**src/rtl/keyboard_ctl.sv**
```systemverilog
// keyboard_ctl: PS/2 set-2 scan-code sequencer producing paddle, serve and pause controls.
module keyboard_ctl #(
    parameter int HOLD_TIMEOUT   = 100_000_000,
    parameter int PREFIX_TIMEOUT = 1_000_000
) (
    input  logic       clk,
    input  logic       rst,
    input  logic [7:0] scan_byte,
    input  logic       byte_valid,
    output logic       p1_up,
    output logic       p1_down,
    output logic       p2_up,
    output logic       p2_down,
    output logic       serve,
    output logic       pause,
    output logic       active
);
    localparam int HW = (HOLD_TIMEOUT > 1) ? $clog2(HOLD_TIMEOUT) : 1;
    localparam int PW = (PREFIX_TIMEOUT > 1) ? $clog2(PREFIX_TIMEOUT) : 1;
    localparam logic [HW-1:0] HOLD_MAX = HW'(HOLD_TIMEOUT - 1);
    localparam logic [PW-1:0] PRE_MAX = PW'(PREFIX_TIMEOUT - 1);
    // bit0 = extended prefix seen, bit1 = break prefix seen
    localparam logic [1:0] IDLE = 2'd0, EXT = 2'd1, BRK = 2'd2, EXT_BRK = 2'd3;

    logic [1:0]    state_q, state_d;
    logic [3:0]    held_q, held_d, hit;
    logic [1:0]    last_q, last_d;
    logic [HW-1:0] hold_cnt_q, hold_cnt_d;
    logic [PW-1:0] pre_cnt_q, pre_cnt_d;
    logic [6:0]    out_q, out_d;
    logic          is_e0, is_f0, code, mk, plain, hold_exp, pre_exp;

    always_comb begin
        is_e0    = scan_byte == 8'hE0;
        is_f0    = scan_byte == 8'hF0;
        code     = byte_valid && !is_e0 && !is_f0;
        mk       = code && !state_q[1];
        plain    = !state_q[0];
        hold_exp = hold_cnt_q == HOLD_MAX;
        pre_exp  = state_q != IDLE && pre_cnt_q == PRE_MAX;
        state_d  = byte_valid ? (is_e0 ? {state_q[1], 1'b1} : is_f0 ? {1'b1, state_q[0]} : IDLE)
                 : (hold_exp || pre_exp) ? IDLE : state_q;
        hit      = {4{code}} & {plain && scan_byte == 8'h1D, plain && scan_byte == 8'h1B,
                                !plain && scan_byte == 8'h75, !plain && scan_byte == 8'h72};
        held_d   = (!byte_valid && hold_exp) ? 4'b0 : state_q[1] ? held_q & ~hit : held_q | hit;
        last_d   = {(mk && hit[3]) ? 1'b1 : (mk && hit[2]) ? 1'b0 : last_q[1],
                    (mk && hit[1]) ? 1'b1 : (mk && hit[0]) ? 1'b0 : last_q[0]};
        hold_cnt_d = byte_valid ? '0 : hold_exp ? hold_cnt_q : hold_cnt_q + 1'b1;
        pre_cnt_d  = (byte_valid || state_q == IDLE) ? '0 : pre_exp ? pre_cnt_q : pre_cnt_q + 1'b1;
        // last-pressed key wins when both directions of a player are held
        out_d = {held_d[3] & (~held_d[2] | last_d[1]),
                 held_d[2] & (~held_d[3] | ~last_d[1]),
                 held_d[1] & (~held_d[0] | last_d[0]),
                 held_d[0] & (~held_d[1] | ~last_d[0]),
                 mk && plain && scan_byte == 8'h29,
                 mk && plain && scan_byte == 8'h76,
                 |held_d};
    end

    always_ff @(posedge clk or negedge rst) begin
        if (!rst) begin
            state_q    <= IDLE;
            held_q     <= '0;
            last_q     <= '0;
            hold_cnt_q <= '0;
            pre_cnt_q  <= '0;
            out_q      <= '0;
        end else begin
            state_q    <= state_d;
            held_q     <= held_d;
            last_q     <= last_d;
            hold_cnt_q <= hold_cnt_d;
            pre_cnt_q  <= pre_cnt_d;
            out_q      <= out_d;
        end
    end

    assign {p1_up, p1_down, p2_up, p2_down, serve, pause, active} = out_q;
endmodule

```
**config.mk**
```make
export PLATFORM = sky130hd
export DESIGN_NAME = keyboard_ctl
export DESIGN_NICKNAME = d
export VERILOG_FILES = /design/src/rtl/keyboard_ctl.sv
export SDC_FILE = /design/constraint.sdc
export NUM_CORES = 1
export LEC_CHECK = 0
export ABC_AREA = 1
export CAP_MARGIN = 30
export CORE_ASPECT_RATIO = 0.7
export CORE_MARGIN = 10
export CORE_UTILIZATION = 65
export DETAILED_ROUTE_END_ITERATION = 10
export GPL_ROUTABILITY_DRIVEN = 0
export PLACE_DENSITY = 0.95
export SYNTH_ARGS = -nofsm -noshare
export SYNTH_HDL_FRONTEND = slang
export SYNTH_SLANG_ARGS = --single-unit
```
**constraint.sdc**
```tcl
create_clock -name clk -period 3 [get_ports clk]
set_input_delay 0.75 -clock clk [delete_from_list [all_inputs] [get_ports clk]]
set_output_delay 0.75 -clock clk [all_outputs]
set_load 0.02 [all_outputs]
```
==> impl_results.md <==
- Status: complete, no violations
- Post-Layout Cell Count: 579
- Slowest Stage Delay on Critical Path: 600 ps
- Antenna violations before repair: 0
- Hold Buf Count CTS: 0
- Maximum clock insertion buffer count: 2
- FF-to-FF Start: hold_cnt_q[0]
- First-pass GRT wire length: 15300 microns
- Cell variety after synth: 32
- Routed WL per cell: 15.6 microns
- RR Endpoint: out_q[6]
- Clock transition at path regs: 70 ps
- Critical Path End Type: register
- Pre-Repair DR Iteration Count: 7
- Area delta synth->final: 13.6%
- Flip-flop and latch area: 1550 sq um
- Syn_area_per_cell: 7.55 sq um
- Aggregate global-route resource usage: 21.6%
- Worst ir drop on vdd: 396 uV
- Core box area: 5290 sq um
- Placed Area: 3860 sq um
- Flop-to-flop setup slack: 1080 ps
- Largest net degree at the start of global routing: 37
- # rows: 22
- Tcrit/Tclk final: 71.3%
- Nets@finish: 516
- Area of the multi-input gates: 1780 sq um
- # resized after CTS: 0
- Vias in the first global route: 3279
- Chip height: 82.2 microns
- Cell area after synthesis: 3590 sq um
- Worst Setup EP: out_q[0]
- Final-report hold violation count: 0
- Crit. path cell count: 12
- Main synth FF type: dfrtp_1
- CP startpoint: scan_byte[3]
- Largest fanout on the critical path: 8
- Post-route setup TNS: 0 ps
- Final instance area: 4080 sq um
- Root buffer cell: clkbuf_8
- Fraction of registers with async set or reset after synthesis: 100%
- RSZ-0062 raised after global routing: no
- Req. time, crit path: 3230 ps
- Startpoint types: input pin
- Clk sinks: 62
- Synth warn: 0
- Full die area: 8950 sq um
- Max_slew headroom: 49.1%
- Tmin final: 2140 ps
- Fillers: 354
- H-tree level count: 3
- Most used cell, CP: nand2_1
- Worst path arrival time: 2370 ps
- Routed WL: 9040 microns
- CTS tree: yes
- Yosys top cell by area: dfrtp_1
- Antenna Cells: 0
- Worst slew pin tran: 763 ps
- Top post-synthesis cells by area: dfrtp_1, nand2_1, nand3_1, nor2_1, inv_1
- Clock latency at the later pin of the worst-skew pair: 350 ps
- Initial Utilization: 68.0%
- Pwr Density: 441 nW/um^2
- DR vias: 3452
- Reg2Reg Depth: 10
- Placed insts: 564
- PortBufs: 17
- Static Leak: 0.00179 uW
- Crit-path cells: clkdlybuf4s50_1 -> nor2_2 -> nand2_2 -> inv_2 -> nand2_4 -> nand2_4 -> nor2_8 -> nand2_1 -> nand2_2 -> nand2_1 -> o21ai_1 -> nand2_1
- CP bufs+invs: 2
- Die width: 109 microns
- Global route overflow: 0
- Ports: 18
- DRC viols: 0
- Fin. max-slew vios: 0
- Post-synth EDFFs: 0
- Crit-path slowest cell: clkdlybuf4s50_1
- Via-to-Cell Ratio: 5.96
- Fmax: 468 MHz
- DRT iter0 DRCs: 335
- Mapped Nets: 489
- Post-synth top area share: 43.2%
- CP delay by family, top: simple AND/OR/NAND/NOR gates
- Synthesized instance count: 476
- Number of max-cap violations: 0
- Critical path class: input pin to register
- Sequential area share after synthesis: 43.2%
- Post-CTS setup repair buffer count: 0
- Path category of the worst min-delay check: input pin to async pin
- Post-route ant nets: 0
- Hpwl dp: 6570 microns
- Num CTS Buffers: 9
- Final Setup Violations: 0
- Number of synthesized register bits: 62
- Clk_skew: 13.0 ps
- Share of cells above drive strength 1: 11.0%
cell type report:
type                       count  share of cell area (%)
clock buffer                  12                    3.80
clock inverter                 3                    1.66
inverter                      61                    5.61
multi-input combinational    347                    43.7
sequential                    62                    38.0
tap                           72                    2.21
timing repair buffer          22                    4.97
cell usage after synthesis (2+ instances only):
cell type  instances
nor2_4             3
or2_2              2
nor4_1             3
nor3b_1            2
nand3_1           49
inv_2              5
nand2_4            2
nand2_2            3
xnor2_1            2
nand2_1           95
a21oi_1           22
nor3_1            19
o21ai_1            5
xor2_1            10
buf_2              4
nor2_2             9
nand4_1           19
nor3_2             4
nand3_2            3
inv_1             56
nor2_1            61
o21ai_0           18
dfrtp_1           62
a21oi_2            2
clkbuf_1           2
nand3_4            2
ha_1               2
a31oi_1            6
registers in the layout, summed over array words and instances, names as in the netlist:
| name | count |
|---|---|
| state_q | 2 |
| hold_cnt_q | 27 |
| last_q | 2 |
| out_q | 7 |
| pre_cnt_q | 20 |
| held_q | 4 |
metrics by stage:
stage | hold WS [ps] | util (%) | setup slack [ps] | total power (uW)
floorplan | 454 | - | 1280 | 923
global placement | 479 | 73.0 | 671 | 976
detailed placement | 482 | 73.0 | 538 | 982
CTS | 491 | 77.2 | 887 | 1810
global route | 511 | 77.2 | 755 | 1860
finish | 479 | 77.2 | 862 | 1800
worst min-delay path by stage:
| stage | slack, ps | start | endpoint |
|---|---|---|---|
| 2_1_floorplan | 450 | rst | held_q[0] |
| 3_3_place_gp | 480 | last_q[1] | last_q[1] |
| 3_5_place_dp | 480 | last_q[1] | last_q[1] |
| 4_1_cts | 490 | rst | pre_cnt_q[5] |
| 5_1_grt | 510 | last_q[1] | last_q[1] |
| 6_report | 480 | rst | pre_cnt_q[3] |
power by group:
| group | internal, uW | switching [uW] |
|---|---|---|
| Sequential | 847 | 8.19 |
| Clock | 509 | 322 |
| Combinational | 38.8 | 74.8 |
routing by layer:
layer | track usage, % | wire, microns
met1 | 26.8 | 3740
met2 | 35.8 | 4260
met3 | 6.57 | 817
met4 | 6.96 | 221
met5 | 0 | 0
kinds of logic (layout without fill, tap and decap cells):
family / count (synthesis) / count (layout) / share of synthesized area, %
adders and majority gates: 2 / 2 / 0.697
DFF: 62 / 62 / 43.2
buffers and inverters: 67 / 98 / 7.14
AOI/OAI and AO/OA: 56 / 56 / 8.53
and+or+nand+nor: 277 / 277 / 37.5
xor gates and xnor gates: 12 / 12 / 2.93
placed cells by master, fill, tap and decap left out, types with 3 or more instances in the layout:
| cell | n |
|---|---|
| a31oi_1 | 6 |
| nand3_2 | 3 |
| o21ai_1 | 5 |
| nand3_1 | 49 |
| nand2_1 | 95 |
| o21ai_0 | 18 |
| clkbuf_8 | 11 |
| nor3_1 | 19 |
| nor3_2 | 4 |
| nor4_1 | 3 |
| nor2_2 | 9 |
| nand4_1 | 19 |
| nand2_2 | 3 |
| nor2_1 | 61 |
| nor2_4 | 3 |
| dfrtp_1 | 62 |
| clkdlybuf4s50_1 | 16 |
| a21oi_1 | 22 |
| buf_4 | 5 |
| inv_2 | 5 |
| inv_1 | 56 |
| xor2_1 | 10 |
Power figures use the tool's default switching activity.
